File: src/rtl/sec_filter_pkg.sv
// Shared constants, coefficient table and FSM encoding for the CIC compensation FIR.
package sec_filter_pkg;

    localparam int WIN      = 16;
    localparam int WC       = 18;
    localparam int NUM_COEF = 17;

    // Symmetric compensator taps in Q0.17 (sum|H| = 98920 < 2^17, sum H = 61440).
    localparam logic signed [WC-1:0] H [NUM_COEF] = '{
        -18'sd120,   18'sd310,  -18'sd650,  18'sd1180, -18'sd2100,  18'sd3600,
        -18'sd6500,  18'sd15000, 18'sd40000, 18'sd15000, -18'sd6500, 18'sd3600,
        -18'sd2100,  18'sd1180, -18'sd650,   18'sd310,  -18'sd120
    };

    typedef enum logic [1:0] {
        ST_IDLE,
        ST_MAC,
        ST_OUT
    } state_t;

endpackage

File: src/rtl/sec_filter_coef_rom.sv
// Combinational tap-coefficient lookup addressed by the MAC tap counter.
module sec_filter_coef_rom
    import sec_filter_pkg::*;
#(
    parameter int AW = 5
) (
    input  logic [AW-1:0]        addr,
    output logic signed [WC-1:0] coef
);

    always_comb begin
        coef = '0;
        for (int k = 0; k < NUM_COEF; k++) begin
            if (addr == AW'(k)) coef = H[k];
        end
    end

endmodule

File: src/rtl/sec_filter.sv
// Time-multiplexed 17-tap FIR: one multiplier, one accumulator, one tap per clock.
module sec_filter
    import sec_filter_pkg::*;
#(
    parameter int Win      = WIN,
    parameter int Wc       = WC,
    parameter int Num_coef = NUM_COEF
) (
    input  logic                  clk,
    input  logic                  rst,
    input  logic signed [Win-1:0] din,
    input  logic                  val_in,
    output logic signed [Win+2:0] dout,
    output logic                  val_out
);

    localparam int CW = $clog2(Num_coef);
    localparam logic [CW-1:0] LAST = CW'(Num_coef - 1);

    state_t                         state;
    logic [Num_coef-1:0][Win-1:0]   x;
    logic [CW-1:0]                  cnt;
    logic signed [Win+Wc-1:0]       acc;
    logic signed [Win+Wc-1:0]       prod;
    logic signed [Wc-1:0]           coef;

    sec_filter_coef_rom #(.AW(CW)) u_rom (
        .addr (cnt),
        .coef (coef)
    );

    assign prod = $signed(x[cnt]) * coef;

    always_ff @(posedge clk or negedge rst) begin
        if (!rst) begin
            state   <= ST_IDLE;
            x       <= '0;
            cnt     <= '0;
            acc     <= '0;
            dout    <= '0;
            val_out <= 1'b0;
        end else begin
            val_out <= 1'b0;
            case (state)
                // Samples arriving while busy are dropped without shifting the line.
                ST_IDLE: if (val_in) begin
                    x     <= {x[Num_coef-2:0], din};
                    acc   <= '0;
                    cnt   <= '0;
                    state <= ST_MAC;
                end
                ST_MAC: begin
                    acc <= acc + prod;
                    if (cnt == LAST) state <= ST_OUT;
                    else             cnt   <= cnt + 1'b1;
                end
                ST_OUT: begin
                    dout    <= acc[Win+Wc-1:Wc-3];
                    val_out <= 1'b1;
                    cnt     <= '0;
                    state   <= ST_IDLE;
                end
                default: state <= ST_IDLE;
            endcase
        end
    end

endmodule

File: config.mk
export PLATFORM = sky130hd
export DESIGN_NAME = sec_filter
export DESIGN_NICKNAME = d
export VERILOG_FILES = /design/src/rtl/sec_filter_pkg.sv /design/src/rtl/sec_filter_coef_rom.sv /design/src/rtl/sec_filter.sv
export SDC_FILE = /design/constraint.sdc
export NUM_CORES = 2
export LEC_CHECK = 0
export BUFFER_PORTS_ARGS = -buffer_cell sky130_fd_sc_hd__buf_4
export CELL_PAD_IN_SITES_DETAIL_PLACEMENT = 1
export CELL_PAD_IN_SITES_GLOBAL_PLACEMENT = 1
export CORE_UTILIZATION = 48
export CTS_CLUSTER_SIZE = 20
export DETAILED_ROUTE_END_ITERATION = 6
export GPL_ROUTABILITY_DRIVEN = 0
export HOLD_SLACK_MARGIN = 0.05
export PLACE_DENSITY_LB_ADDON = 0.1
export SYNTH_ARGS = -nofsm -noshare
export SYNTH_HDL_FRONTEND = slang
export SYNTH_SLANG_ARGS = --single-unit
export TNS_END_PERCENT = 20
File: constraint.sdc
create_clock -name clk -period 8.6 [get_ports clk]
set_clock_uncertainty 0.2 [all_clocks]
set_input_delay 0.43 -clock clk [delete_from_list [all_inputs] [get_ports clk]]
set_output_delay 0.43 -clock clk [all_outputs]
set_load 0.03 [all_outputs]
[Word-level counts from Yosys, hierarchy flattened]
Cells that the tools add are included.
Word-level totals
  input port bits: 19
  output and inout bits: 20
  logic and storage cells: 83
  register bits: 333
Cells by class
  equality and inequality tests: 21
  reduce and logical (&&, ||, !) cells: 8
  add/subtract/negate cells: 2
  multipliers: 1
  order comparisons: 1
  multiplexer cells: 28
Operators by type and width (number)
  two-way mux 18 bit: 17
  binary-select mux 16 bit (select 5 bit): 1
  case mux 34 bit (2 select lines): 1
  == test 5 x 4 -> 1 bit, second input constant: 8
  adder 34 bit: 1
  multiplier 16 x 18 -> 34 bit: 1
  two-way mux 34 bit: 1
  == test 5 x 3 -> 1 bit, second input constant: 4
  two-way mux 16 bit: 1
  case mux 5 bit (3 select lines): 1
  == test 5 x 2 -> 1 bit, second input constant: 2
  two-way mux 5 bit: 2
  < comparator 5 x 6 -> 1 bit, second input constant: 1
  inequality test 2 bit, second input constant: 3
  AND reduction 2 bit: 3
  adder 5 x 1 -> 5 bit, second input constant: 1
  == test 5 x 1 -> 1 bit, second input constant: 1
  == test 5 bit, second input constant: 1
  zero test 5 bit: 1
  two-way mux 2 bit: 2
  case mux 2 bit (2 select lines): 1
  AND reduction 3 bit: 1
  nonzero test 3 bit: 1
  == test 2 x 1 -> 1 bit, second input constant: 1
  4 further kinds: 4

[Longest topological paths before layout]
  depth after elaboration: 21
  depth in mapped cells: 34
  depth with buffers taken out: 30

[Cells and area by module]
A second synthesis with hierarchy kept.
Second synthesis, totals
  cells, all modules: 2253
  area, all modules: 27042.2 µm²
Modules (own cells, without submodules)
  sec_filter: seq. area each 8333.0 µm², times used 1, cells an instance 2188, area each 26601.8 µm²
  sec_filter_coef_rom: seq. area each 0.0 µm², times used 1, cells an instance 65, area each 440.4 µm²

[Worst setup path after synthesis]
No wires, ideal clock.
  path type: reg-to-reg
  start point: reg cnt[0]
  end point: reg acc[33]
  buffers on the path: 5
  data required time: 8.274 ns
  stages on the path, launching flop included: 33
  setup time: 0.126 ns
  period minus slack after synthesis: 8.373 ns
  setup slack: 0.227 ns
  arrival time: 8.047 ns
  path through: dfrtp_1 > ha_1 > clkbuf_1 > clkbuf_1 > inv_1 > nor2_1 > ha_1 > clkbuf_1 > o21ai_0 > a21oi_1 > clkbuf_1 > or2_1 > inv_1 > fa_1 > inv_1 > fa_1 > inv_1 > fa_1 > fa_1 > fa_1 > inv_1 > fa_1 > inv_1 > ha_1 > buf_2 > nand2_1 > or3_4 > nor3_4 > o21ai_2 > and2_4 > o21a_1 > o2111a_1 > a221o_1
Between the ends
  word-level cells in the longest chain between the ends: 21
  elaborated cells on any way between the ends: 39
  classes of those cells: add/sub (1); mul (1); eq/ne (16); mux (20); reduce/logical (1)
RTL lines
  start: declaration: line sec_filter.sv:22  | logic [CW-1:0] cnt;
  start signal: assignment: line sec_filter.sv:55  | else cnt <= cnt + 1'b1;
  zero test 5 bit: line sec_filter_coef_rom.sv:14  | if (addr == AW'(k)) coef = H[k];
  two-way mux 18 bit (17 in a row): line sec_filter_coef_rom.sv:14
  multiplier 16 x 18 -> 34 bit (*): line sec_filter.sv:32  | assign prod = $signed(x[cnt]) * coef;
  adder 34 bit (*): line sec_filter.sv:53  | acc <= acc + prod;
  case mux 34 bit (2 select lines) (*): line sec_filter.sv:44  | case (state)
  end signal: assignment: line sec_filter.sv:53
  end: declaration: line sec_filter.sv:23  | logic signed [Win+Wc-1:0] acc;
Mark *: on every way between the ends. The rest lies on a longest branch, timed or not. The select of a mux whose other input is x is not followed.
A chain may end at the register's enable or synchronous reset.

[Final worst setup path]
  start point: reg cnt[0]
  end point: reg acc[30]
Same word-level chain as after synthesis.

==> impl_metrics.json <==
{
  "status": "finished clean",
  "end_kind": "flop",
  "critPathKind": "flop to flop",
  "slew_violations": 0,
  "cts_root_buf": "clkbuf_16",
  "grt_max_degree": 194,
  "critPathBufInv": 7,
  "hold_class": "primary input to asynchronous set/reset pin",
  "initial_core_util": 0.489,
  "hpwl_um": 49300,
  "synth-edff-count": 0,
  "grt_pass1_vias": 19100,
  "cts_setup_buffers": 0,
  "drt_pass1_iterations": 5,
  "critPathRequiredTime_ns": 8.86,
  "yosysSeqAreaShare": 0.321,
  "drtIter0Drc": 937,
  "antenna_found_initial": 0,
  "arrival_ns": 8.58,
  "path_max_fanout": 27,
  "slowest_delay_ns": 0.56,
  "overflow": 0,
  "setup_viol": 0,
  "post-route-period-util": 0.967,
  "clock_path_buffers": 3,
  "final_layout_size_suffix_gt1_frac": 0.244,
  "synth_ff_type": "dfrtp_1",
  "cp.depth": 27,
  "drtAntennaViolNets": 0,
  "cts_tree": "done",
  "io_pins": 39,
  "fillers": 5524,
  "row_count": 84,
  "r2r_cells": 27,
  "cp_common_cell": "fa_1",
  "chipWidth_um": 234,
  "final_common_cell": "inv_1",
  "cts-buffers-inserted": 39,
  "nNetsFinal": 2736,
  "clk_pin_slew_worst_paths_ns": 0.06,
  "hold_viol": 0,
  "synth.yosys.warnings": 0,
  "fin_setup_tns_ns": 0,
  "synth_cell_types": 85,
  "async_flop_share": 1.00,
  "core_um2": 53000,
  "drc": 0,
  "n_antenna_cell": 0,
  "cts_max_level": 2,
  "grt_usage": 0.250,
  "cts_num_sinks": 332,
  "layout_common_cells": "349 x inv_1, 330 x dfrtp_1, 301 x fa_1, 290 x mux2_2, 165 x nor2_1",
  "clk_latency_ns": 0.58,
  "rsz0062_at_grt": "no",
  "post_drt_wl_per_cell_um": 21.2,
  "num_vias": 16700,
  "avgSynthCellArea_um2": 11.5,
  "netlist_area_um2": 25900,
  "wl_um": 64200,
  "die_area_um2": 54900,
  "max_freq_ghz": 0.120,
  "worst_pin_slew_ns": 1.08,
  "synthCells": 2250,
  "finalCriticalPeriod_ns": 8.32,
  "cp_slowest_cell": "mux4_2",
  "synth-seq-cells": 332,
  "synth_nets": 2673,
  "max_slew_margin": 0.276,
  "grt_pass1_wl_um": 106000,
  "die_y_um": 234,
  "cp_top_family": "adder cells",
  "maxCapViolCount": 0,
  "port_buffers": 38,
  "via_per_inst": 5.53,
  "cp-start-kind": "flop",
  "synthToLayoutAreaGrowth_pct": 10.9
}
[cells in the mapped netlist, types with 11 or more instances]
master | count | area [µm²]
xnor2_1 | 21 | 184
inv_1 | 350 | 1310
nor2_1 | 166 | 623
mux2_2 | 290 | 3270
fa_1 | 301 | 6030
a21oi_1 | 58 | 290
nand3_1 | 22 | 110
nor3_1 | 13 | 65.1
clkbuf_1 | 73 | 274
mux2i_1 | 28 | 280
a21o_1 | 11 | 82.6
nand2_1 | 132 | 495
dfrtp_1 | 332 | 8310
buf_2 | 26 | 130
nand2b_1 | 15 | 93.8
ha_1 | 103 | 1290
o21ai_0 | 50 | 250
mux4_2 | 51 | 1150
[final cells by class]
class / count / area (µm²) / share of cell area
Clock buffer: 53 / 1080 / 0.0375
Timing Repair Buffer: 134 / 1120 / 0.0388
Inverter: 356 / 1340 / 0.0466
Tap cell: 688 / 861 / 0.0300
Clock inverter: 16 / 244 / 0.00849
Sequential cell: 332 / 8310 / 0.289
Multi-Input combinational cell: 1450 / 15800 / 0.549
[per-stage QoR]
step / worst slack [ns] / instances / hold WS, ns / util / cell area (µm²)
floorplan: 0.227 / 2250 / -0.0656 / - / 25900
global placement: 0.133 / 2942 / 0.205 / 0.513 / 27200
finish: 0.282 / 3029 / 0.214 / 0.542 / 28700
global route: 0.00622 / 3029 / 0.274 / 0.542 / 28700
detailed placement: 0.110 / 2942 / 0.222 / 0.513 / 27200
CTS: 0.0673 / 3029 / 0.244 / 0.541 / 28700
[final timing paths]
path	endpoint	start	slack, ns
max	acc[30]	cnt[0]	0.28
min	x[153]	rst	0.21
max reg2reg	acc[30]	cnt[0]	0.28
min reg2reg	dout[0]	dout[0]	0.28
max in group asynchronous	x[78]	rst	5.87
min in group clk	dout[0]	dout[0]	0.28
[per-layer routing]
metal / routed length, µm / vias to the layer above / GRT usage
met5: 0 / - / 0
met4: 1600 / 0 / 0.0688
met3: 2270 / 92 / 0.0320
met2: 31900 / 269 / 0.425
met1: 28500 / 8890 / 0.338
li1: - / 7498 / -
[repair_timing]
item / CTS / global route
endpoints found under the setup margin: 0 / 7
hold buffers: 18 / 0
gates resized for setup: 0 / 17
hold endpoints to repair: 81 / 0
[logic make-up (layout without fill, tap and decap cells)]
kind of cell    count (synthesis)  after routing  synth area share
compound gates                225            225            0.0603
xor+xnor                       31             31            0.0105
fa+ha+maj                     404            404             0.282
buf+inv                       468            559            0.0724
flops                         332            332             0.321
mux                           369            369             0.181
simple gates                  421            421            0.0725
[sequential cells by signal (all words and copies together) (netlist names)]
signal   count
x          272
state        2
val_out      1
dout        19
acc         33
cnt          5
[worst reg2reg max path: cells and delay by family (launching register included)]
family,cells,cell delay [ns]
adders and majority gates,7,3.46
DFF,1,0.45
and+or+nand+nor,3,0.61
AOI/OAI and AO/OA,9,1.85
muxes,1,0.57
buffers and inverters,7,1.05
Power is not shown: default switching activity piles up to over one toggle a cycle in this logic, so the estimate is an artifact.
